**src/rtl/div_ctrl_pkg.sv**
```systemverilog
// Shared types and constants for the divided-clock sequencer.
package div_ctrl_pkg;

  typedef enum logic {
    IDLE = 1'b0,
    RUN  = 1'b1
  } state_e;

  localparam int unsigned DEF_HALF_C = 5;

endpackage

```
**src/rtl/div_half_counter.sv**
```systemverilog
// Half-period counter: toggles q every max(half,1) enabled cycles and flags
// the edge that will raise or lower q so the controller can act on it.
module div_half_counter #(
  parameter int unsigned CW = 8
) (
  input  logic          clk_i,
  input  logic          rst_ni,
  input  logic          en_i,
  input  logic          clear_i,
  input  logic [CW-1:0] half_i,
  output logic          q_o,
  output logic          rise_o,
  output logic          fall_o
);

  logic [CW-1:0] count_q, count_d, half_eff;
  logic          q_q, q_d, wrap;

  always_comb begin
    half_eff = (half_i == '0) ? CW'(1) : half_i;
    wrap     = en_i && (count_q == (half_eff - CW'(1)));
    count_d  = count_q;
    q_d      = q_q;
    if (clear_i) begin
      count_d = '0;
      q_d     = 1'b0;
    end else if (en_i) begin
      count_d = wrap ? '0 : (count_q + CW'(1));
      if (wrap) q_d = ~q_q;
    end
  end

  always_ff @(posedge clk_i or negedge rst_ni) begin
    if (!rst_ni) begin
      count_q <= '0;
      q_q     <= 1'b0;
    end else begin
      count_q <= count_d;
      q_q     <= q_d;
    end
  end

  assign q_o    = q_q;
  assign rise_o = wrap && !q_q;
  assign fall_o = wrap && q_q;

endmodule

```
**src/rtl/div_ctrl_sched.sv**
```systemverilog
// Divided-clock sequencer: IDLE | config writes active regs, waits for start
//                          RUN  | Q running, config is shadowed until Q falls
module div_ctrl_sched
  import div_ctrl_pkg::*;
#(
  parameter int unsigned CW       = 8,
  parameter int unsigned NW       = 8,
  parameter int unsigned DEF_HALF = DEF_HALF_C
) (
  input  logic          CLK,
  input  logic          RST,
  input  logic          cfg_valid,
  output logic          cfg_ready,
  input  logic [CW-1:0] cfg_half,
  input  logic [NW-1:0] cfg_burst,
  input  logic          start,
  input  logic          stop,
  output logic          Q,
  output logic          tick,
  output logic          busy,
  output logic          done
);

  state_e        state_q, state_d;
  logic [NW-1:0] period_cnt_q, period_cnt_d, pc_inc;
  logic [CW-1:0] half_act_q, half_act_d, half_sh_q, half_sh_d;
  logic [NW-1:0] burst_act_q, burst_act_d, burst_sh_q, burst_sh_d;
  logic          stop_req_q, stop_req_d, pending_q, pending_d;
  logic          done_q, done_d, tick_q, tick_d;
  logic          cnt_en, cnt_clear, rise, fall, xfer, end_run;

  assign cnt_en    = (state_q == RUN);
  assign cfg_ready = !((state_q == RUN) && pending_q);
  assign xfer      = cfg_valid && cfg_ready;

  div_half_counter #(.CW(CW)) u_half (
    .clk_i  (CLK),
    .rst_ni (RST),
    .en_i   (cnt_en),
    .clear_i(cnt_clear),
    .half_i (half_act_q),
    .q_o    (Q),
    .rise_o (rise),
    .fall_o (fall)
  );

  always_comb begin
    state_d      = state_q;
    period_cnt_d = period_cnt_q;
    stop_req_d   = stop_req_q;
    pending_d    = pending_q;
    half_act_d   = half_act_q;
    burst_act_d  = burst_act_q;
    half_sh_d    = half_sh_q;
    burst_sh_d   = burst_sh_q;
    done_d       = 1'b0;
    tick_d       = 1'b0;
    cnt_clear    = 1'b0;
    pc_inc       = period_cnt_q + NW'(1);
    end_run      = stop_req_q || stop || ((burst_act_q != '0) && (pc_inc == burst_act_q));
    case (state_q)
      IDLE: begin
        if (xfer) begin
          half_act_d  = cfg_half;
          burst_act_d = cfg_burst;
          pending_d   = 1'b0;
        end
        if (start) begin
          state_d      = RUN;
          period_cnt_d = '0;
          stop_req_d   = 1'b0;
          cnt_clear    = 1'b1;
          // A config deferred by a stop governs the next run unless a fresh one arrives now.
          if (pending_q && !xfer) begin
            half_act_d  = half_sh_q;
            burst_act_d = burst_sh_q;
            pending_d   = 1'b0;
          end
        end
      end
      RUN: begin
        tick_d = rise;
        if (xfer) begin
          half_sh_d  = cfg_half;
          burst_sh_d = cfg_burst;
          pending_d  = 1'b1;
        end
        if (stop) stop_req_d = 1'b1;
        if (fall) begin
          if (end_run) begin
            state_d      = IDLE;
            period_cnt_d = pc_inc;
            stop_req_d   = 1'b0;
            done_d       = 1'b1;
            cnt_clear    = 1'b1;
          end else if (pending_q) begin
            half_act_d   = half_sh_q;
            burst_act_d  = burst_sh_q;
            pending_d    = 1'b0;
            period_cnt_d = '0;
          end else begin
            period_cnt_d = pc_inc;
          end
        end
      end
      default: state_d = IDLE;
    endcase
  end

  always_ff @(posedge CLK or negedge RST) begin
    if (!RST) begin
      state_q      <= IDLE;
      period_cnt_q <= '0;
      stop_req_q   <= 1'b0;
      pending_q    <= 1'b0;
      half_act_q   <= CW'(DEF_HALF);
      burst_act_q  <= '0;
      half_sh_q    <= '0;
      burst_sh_q   <= '0;
      done_q       <= 1'b0;
      tick_q       <= 1'b0;
    end else begin
      state_q      <= state_d;
      period_cnt_q <= period_cnt_d;
      stop_req_q   <= stop_req_d;
      pending_q    <= pending_d;
      half_act_q   <= half_act_d;
      burst_act_q  <= burst_act_d;
      half_sh_q    <= half_sh_d;
      burst_sh_q   <= burst_sh_d;
      done_q       <= done_d;
      tick_q       <= tick_d;
    end
  end

  assign tick = tick_q;
  assign busy = (state_q == RUN);
  assign done = done_q;

endmodule

```
**config.mk**
```make
export PLATFORM = sky130hd
export DESIGN_NAME = div_ctrl_sched
export DESIGN_NICKNAME = d
export VERILOG_FILES = /design/src/rtl/div_ctrl_pkg.sv /design/src/rtl/div_half_counter.sv /design/src/rtl/div_ctrl_sched.sv
export SDC_FILE = /design/constraint.sdc
export NUM_CORES = 1
export LEC_CHECK = 0
export ABC_AREA = 1
export CELL_PAD_IN_SITES_DETAIL_PLACEMENT = 1
export CELL_PAD_IN_SITES_GLOBAL_PLACEMENT = 1
export CORE_ASPECT_RATIO = 1.2
export CORE_UTILIZATION = 38
export CTS_CLUSTER_SIZE = 14
export DETAILED_ROUTE_END_ITERATION = 10
export PLACE_DENSITY = 0.71
export SLEW_MARGIN = 20
export SYNTH_ARGS = -nofsm -noshare
export SYNTH_HDL_FRONTEND = slang
export SYNTH_SLANG_ARGS = --single-unit
```
**constraint.sdc**
```tcl
create_clock -name CLK -period 4.8 [get_ports CLK]
set_input_delay 0.48 -clock CLK [delete_from_list [all_inputs] [get_ports CLK]]
set_output_delay 0.48 -clock CLK [all_outputs]
set_load 0.05 [all_outputs]
```
==> impl_results.md, run 1 <==
- Status: finished clean
- Violation count after the first detailed-route iteration: roughly 160
- Combinational share of power: 0.536
- Proportion of synthesized area in mux cells: 0.04188
- Maximum fanout along the worst path: 18
- Slew Limit Headroom: 0.4347
- CP Data Arrival Time: around 2.3 ns
- Via count of the first global-routing pass: 3227
- Critical setup path kind: reg -> out
- VDD IR-drop max: 0.0002614 V
- Post-cts resize count: 0
- Combinational family with the most area after synthesis: simple AND/OR/NAND/NOR gates
- Wire length of the first global-routing pass: between 15000 and 20000 um
- Port bufs: 25
- Layout cells sized above 1: 0.1793
- Worst min path class: in -> async
- Antenna violations before repair: 0
- Total number of vias: 3044
- Switching power summed over all nets: 1.226 mW
- Cell-internal power: 1.313 mW
- Number of synthesis warnings: 0
- Clock buffer count from CTS: 5
- DRT Pass-1 Iters: 4
- Total congestion overflow: 0
- Cells after Synth: approximately 450
- Avg WL per Cell: roughly 15 um
- Die outline width: 89.56 um
- Setup repair after global routing missed its margin: false
- Final wirelength: 9030 um
- Post-synthesis sequential element count: 54
- Final Critical Period: 2.819 ns
- Fmax: 0.3547 GHz
- End point of the critical path: cfg_ready
- Post-Synthesis Mean Instance Area: slightly below 8 sq um
- # Max-Cap Violations: 0
- FF-to-FF path depth: 18
- Chain of cells forming the critical path: nand2_2 > clkdlybuf4s50_1
- Leading cell types in the layout, fill and taps excluded: nand2_1 (98), nand3_1 (59), dfrtp_1 (52)
- Async S/R FF share, synth: 1.000
- Clock latency of the later-clocked register in the worst-skew pair: 0.32 ns
- Top flip-flop cell by instance count after synthesis: dfrtp_1
- Cell count along the critical path: 2
- Switch share: 0.4829
- Area delta synth->final: 11.56%
- Number of levels in the clock H-tree: 2
- Global routing usage summed across all routing layers: 0.2074
- Startpoint of the worst register-to-register path: half_act_q[5]
- Share of the synthesized area in the top cell type: 0.3722
- Post-Syn Nets: 477
- Standard-cell row count: 37
- Buffers & Inverters on Critical Path: 1
- Top cell type by total area after synthesis: dfrtp_1
- Simple-gate share of the synthesized area: 0.3654
- Commonest non-fill, non-tap cell in the layout: nand2_1
- Per-cell via count in the routed design: 5.151
- Count of clock tree sinks: 54
- Count of endpoints failing hold in the final timing report: 0
- Final setup violation count: 0
- Compound-cell area share of the yosys netlist: 0.08661
- Critical register-to-register path endpoint: half_act_q[3]
- Remaining number of nets flagged by the antenna check after routing: 0
- Leakage Power: ~1.8 nW
- Max clock buf depth: 2
- Launch point of the worst path: busy
- Unique cell type count in the Yosys netlist: 34
- Number of buffers inserted for hold repair after clock tree synthesis: 0
- Final TNS setup: 0 ns
- Number of flops mapped to enable cells by yosys: 0
- Top-Level Pins: 26
- Reg2Reg Setup Slack: 2.02 ns
- Die span in y: 107.1 um
- Detailed-placement wirelength estimate: 6785 um
- Largest stage delay on the critical path: 0.81 ns
- Adder-cell share of the synthesized area: 0.01074
- WHS: 0.2877 ns
- Pin count of the biggest net entering global routing: 55
- Antenna fix cells: 0
- Category of cells accounting for the largest share of critical-path delay: buffers and inverters
- Element type at the critical path start: flip-flop
- Std-Cell Core Area: 8750 sq um
- Transition at the pin with the smallest max-transition slack: 0.8455 ns
- Die Footprint: 9589 sq um
- Sequential power share: 0.339
- Sequential cell area fraction in the yosys report: 0.3873
- Top cells by area, synth: dfrtp_1 (37%), nand2_1 (11%), nand3_1 (8.4%)
- CTS root buf: clkbuf_8
- Worst clock skew on the final layout: 0.02101 ns
- Critical-path cell with the highest stage delay: clkdlybuf4s50_1
- # DRC: 0
- PD cells: 651.2 nW/um^2
- Gp weighted congestion: roughly 0.80
- Number of setup buffers added after CTS: 0
- Final-stage net count: 497
- Xor and xnor area share after synthesis: 0.02004
- Netlist Area Pre-Place: 3496 sq um
- CP endpoint kind: primary output
- Post-route clock period utilization: 0.5873
- Final number of max-transition violations: 0
- Clock tree from TritonCTS: yes
- Initial cell density of the core: 0.3995
- Clk slew on worst S/H paths: about 0.11 ns
- Clock power share: 0.125
- Required time worst endpoint: 4.32 ns
[state kept, by name, summed over array words and instances, names as in the netlist]
signal and flops:
burst_act_q 8, burst_sh_q 8, half_act_q 8, half_sh_q 8, period_cnt_q 8, u_half.count_q 8, busy 1, done 1
pending_q 1, stop_req_q 1, tick 1, u_half.q_o 1
[worst min path at each step]
stage / from / endpoint / slack [ns] / cells after the start
2_1_floorplan: RST / burst_act_q[0] / 0.18 / 0
3_3_place_gp: stop_req_q / stop_req_q / 0.47 / 2
3_5_place_dp: stop_req_q / stop_req_q / 0.47 / 2
4_1_cts: RST / burst_act_q[6] / 0.33 / 2
5_1_grt: RST / burst_sh_q[2] / 0.37 / 2
6_report: RST / burst_act_q[6] / 0.29 / 2
[Yosys cell counts, drive strengths merged, types with 2 or more instances]
cell,count
nor2,52
mux2,13
inv,50
nor3,5
xor2,6
ha,3
dfrtp,52
o21ai,25
xnor2,2
a21oi,3
a31oi,17
nand4,16
dfstp,2
clkbuf,6
and2,2
nand2,128
nand3,59
buf,7
[through the flow]
| stage | utilization | area [sq um] | instances | worst slack [ns] | power, mW |
|---|---|---|---|---|---|
| after floorplan | - | 3496 | 453 | 2.410 | 1.938 |
| after global placement | 0.4330 | 3789 | 583 | 1.805 | 2.200 |
| after detailed placement | 0.4330 | 3789 | 583 | 1.678 | 2.252 |
| after CTS | 0.4457 | 3900 | 591 | 1.968 | 2.579 |
| after global routing | 0.4457 | 3900 | 591 | 1.745 | 2.781 |
| final | 0.4457 | 3900 | 591 | 1.981 | 2.539 |
[cell type report]
class / instances / area [sq um]
timing repair buffer: 27 / 260.3
inverter: 50 / 187.7
fill: 1108 / 4850
clock inverter: 2 / 38.79
tap: 117 / 146.4
sequential: 54 / 1354
clock buffer: 6 / 72.57
multi-input combinational: 335 / 1841
[layer usage]
| metal | share of wire | GRT usage |
|---|---|---|
| met3 | 0.010 | 0.02540 |
| met4 | 0.0086 | 0.04422 |
| met1 | 0.43 | 0.2356 |
| met5 | 0 | 0 |
| met2 | 0.55 | 0.4004 |
[power by group through the flow]
stage	logic, mW	clock network [mW]	registers, mW
3_5_place_dp	1.38	0	0.871
5_1_grt	1.55	0.339	0.891
6_report	1.36	0.318	0.860
2_1_floorplan	1.13	0	0.808
3_3_place_gp	1.33	0	0.867
4_1_cts	1.39	0.329	0.862
[logic make-up (layout without fill, tap and decap cells)]
family / after synthesis / count (layout)
AND/OR/NAND/NOR: 265 / 265
flip-flops: 54 / 54
XOR/XNOR: 8 / 8
multiplexers: 13 / 13
buffers and inverters: 64 / 85
adder cells (fa/ha/maj): 3 / 3
AO/OA/AOI/OAI: 46 / 46
(Power assumes the default switching activity.)
==> inputs of run 2 (changes only) <==
- clock period: 4.8 -> 2.7 ns (I/O delays scaled with it)
==> run 2 against run 1 <==
Effect of this change: clock power up 44%; non-clock buffer count rose by 17; sequential power grew 72%; final area is 5.3% higher; via count rose by 7.1%; worst setup slack worse by 1.9 ns; count of clock-buffer cells in the layout rose by 2; final cell count rose by 3.4%; largest power group unchanged; highest routed layer unchanged.
==> impl_results.md, run 2 (synthesis gave the netlist of run 1 again) <==
- Port bufs: 25 (unchanged)
- Largest stage delay on the critical path: 0.60 ns (-0.21 ns)
- CP endpoint kind: flip-flop
- Total congestion overflow: 0 (unchanged)
- Final Instance Area: 4105 sq um (+5.3%)
- Violation count after the first detailed-route iteration: 106 (-32%)
- Area of the multi-input gates: 1943 sq um (+5.6%)
- Die span in y: 107.1 um (unchanged)
- Leading cell types in the layout, fill and taps excluded: nand2_1 (96), nand3_1 (57), dfrtp_1 (52)
- Element type at the critical path start: flip-flop
- Initial cell density of the core: 0.3995 (unchanged)
- Clock latency of the later-clocked register in the worst-skew pair: 0.31 ns (about the same)
- Per-cell via count in the routed design: 5.334 (+3.6%)
- Critical setup path kind: reg -> reg
- VDD IR-drop max: 0.0004294 V (+64%)
- Chain of cells forming the critical path: nor2_4 > nand2_2 > nor2_2 > nor2_4 > ha_4 > nand3_1 > nand3_2 > nand3_1 > nor2_2 > nand2_2 > nor2_4 > nand2_4 > inv_4 > nand2_8 > nand2_4 > o21ai_2
- Minimum setup slack after placement: -0.07891 ns (-1.757 ns)
- Remaining number of nets flagged by the antenna check after routing: 0 (unchanged)
- Final Critical Period: 2.586 ns
- Post-route clock period utilization: 0.9576
- Final setup violation count: 0 (unchanged)
- Worst clock skew on the final layout: 0.01727 ns (-0.003735 ns)
- Layout cells sized above 1: 0.2247 (+0.04537)
- Count of endpoints failing hold in the final timing report: 0 (unchanged)
- Transition at the pin with the smallest max-transition slack: 0.8734 ns (+0.02787 ns)
- Area delta synth->final: 17.43%
- Critical-path cell with the highest stage delay: dfstp_2
- Clk slew on worst S/H paths: 0.11 ns (about the same)
- Number of levels in the clock H-tree: 2 (unchanged)
- Commonest non-fill, non-tap cell in the layout: nand2_1
- Final critical-path setup slack: 0.1145 ns (-1.866 ns)
- Leakage Power: 1.911 nW (+5.2%)
- Area taken by flip-flops and latches: 1354 sq um (unchanged)
- CP Data Arrival Time: 2.79 ns (+0.45 ns)
- Most numerous cell on the critical path: nor2_4
- Antenna fix cells: 0 (unchanged)
- Pin count of the biggest net entering global routing: 38 (-31%)
- Std-Cell Core Area: 8750 sq um (unchanged)
- CTS root buf: clkbuf_8
- Required time worst endpoint: 2.91 ns (-1.41 ns)
- Antenna violations before repair: 0 (unchanged)
- PD cells: 1164 nW/um^2 (+79%)
- Top-Level Pins: 26 (unchanged)
- Detailed-placement wirelength estimate: 7189 um (+6.0%)
- Die Footprint: 9589 sq um (unchanged)
- Clock tree from TritonCTS: yes
- Count of clock tree sinks: 54 (unchanged)
- Avg WL per Cell: 16.51 um (+8.0%)
- Die outline width: 89.56 um (unchanged)
- Max clock buf depth: 2 (unchanged)
- Final number of max-transition violations: 0 (unchanged)
- Area after detailed placement: 3864 sq um (+2.0%)
- DRT Pass-1 Iters: 4 (unchanged)
- Maximum fanout along the worst path: 7 (-11)
- Global routing usage summed across all routing layers: 0.2240 (+0.01653)
- Via count of the first global-routing pass: 3557 (+10%)
- Setup repair after global routing missed its margin: true
- Clock buffer count from CTS: 5 (unchanged)
- Total number of vias: 3259 (+7.1%)
- Final wirelength: 10090 um (+12%)
- # Max-Cap Violations: 0 (unchanged)
- WHS: 0.05790 ns (-0.2298 ns)
- Fill cell total of the finished layout: 1067 (-3.7%)
- # DRC: 0 (unchanged)
- Slew Limit Headroom: 0.4177 (-0.01700)
- Status: finished clean
- Final TNS setup: 0 ns (unchanged)
- Gp weighted congestion: 0.8995 (+13%)
- Standard-cell row count: 37 (unchanged)
- Wire length of the first global-routing pass: 16670 um (+7.9%)
- Fmax: 0.3868 GHz
- PnR Total Power: 4.778 mW (+88%)
- Final-stage net count: 517 (+4.0%)
- Worst min path class: in -> async
==> run 2: changes by cell type in the layout (fill, tap and decap cells not counted), sizes merged <==
cell and change:
buf +17, bufinv -1, clkbuf +2, clkinv -1, clkinvlp +1, inv -1
nand2 +3
==> run 2: cell type report <==
cell class,count,area share
sequential,54,0.3298
inverter,50,0.04724
clock buffer,8,0.01951
multi-input combinational,338,0.4733
tap,117,0.03566
timing repair buffer,44,0.09448
==> run 2: report_power, final <==
part,switching [mW],internal (mW),leakage (nW)
combinational,1.74,1.10,1.20
sequential,0.341,1.14,0.672
clock,0.272,0.186,0.0395
==> run 2: critical path, delay by kind of cell, from the launching register on <==
kind | cells | cell delay, ns
AO/OA/AOI/OAI | 1 | 0.07
adder cells (fa/ha/maj) | 1 | 0.20
buffers and inverters | 1 | 0.09
flip-flops | 1 | 0.60
AND/OR/NAND/NOR | 13 | 1.55
==> run 2: path summary, 6_finish.rpt <==
| check | from | end | slack (ns) | cells past startpoint |
|---|---|---|---|---|
| min in group CLK | stop_req_q | stop_req_q | 0.50 | 2 |
| setup reg to reg | half_act_q[2] | half_act_q[3] | 0.11 | 16 |
| hold / removal | RST | burst_sh_q[2] | 0.06 | 1 |
| max in group asynchronous | RST | done | 1.93 | 2 |
| hold reg to reg | stop_req_q | stop_req_q | 0.50 | 2 |
| setup / recovery | half_act_q[2] | half_act_q[3] | 0.11 | 16 |
==> run 2: per-layer routing <==
layer | vias up | global-route usage | routed length, um
met2 | 38 | 0.4280 | 5741
met3 | 16 | 0.03079 | 182
met5 | - | 0 | 0
met4 | 0 | 0.05782 | 169
li1 | 1580 | - | -
met1 | 1625 | 0.2518 | 3991
==> run 2: per-stage QoR <==
| step | cells | utilization |
|---|---|---|
| floorplan | 453 | - |
| global placement | 593 | 0.4416 |
| detailed placement | 593 | 0.4416 |
| CTS | 602 | 0.4533 |
| global route | 611 | 0.4692 |
| finish | 611 | 0.4692 |
==> run 2: what timing repair did <==
item,in CTS,in global routing
setup buffers,0,7
endpoints found under the setup margin,19,34
pin swaps,1,6
gates cloned,1,2
gates resized for setup,2,13
hold buffers,0,0
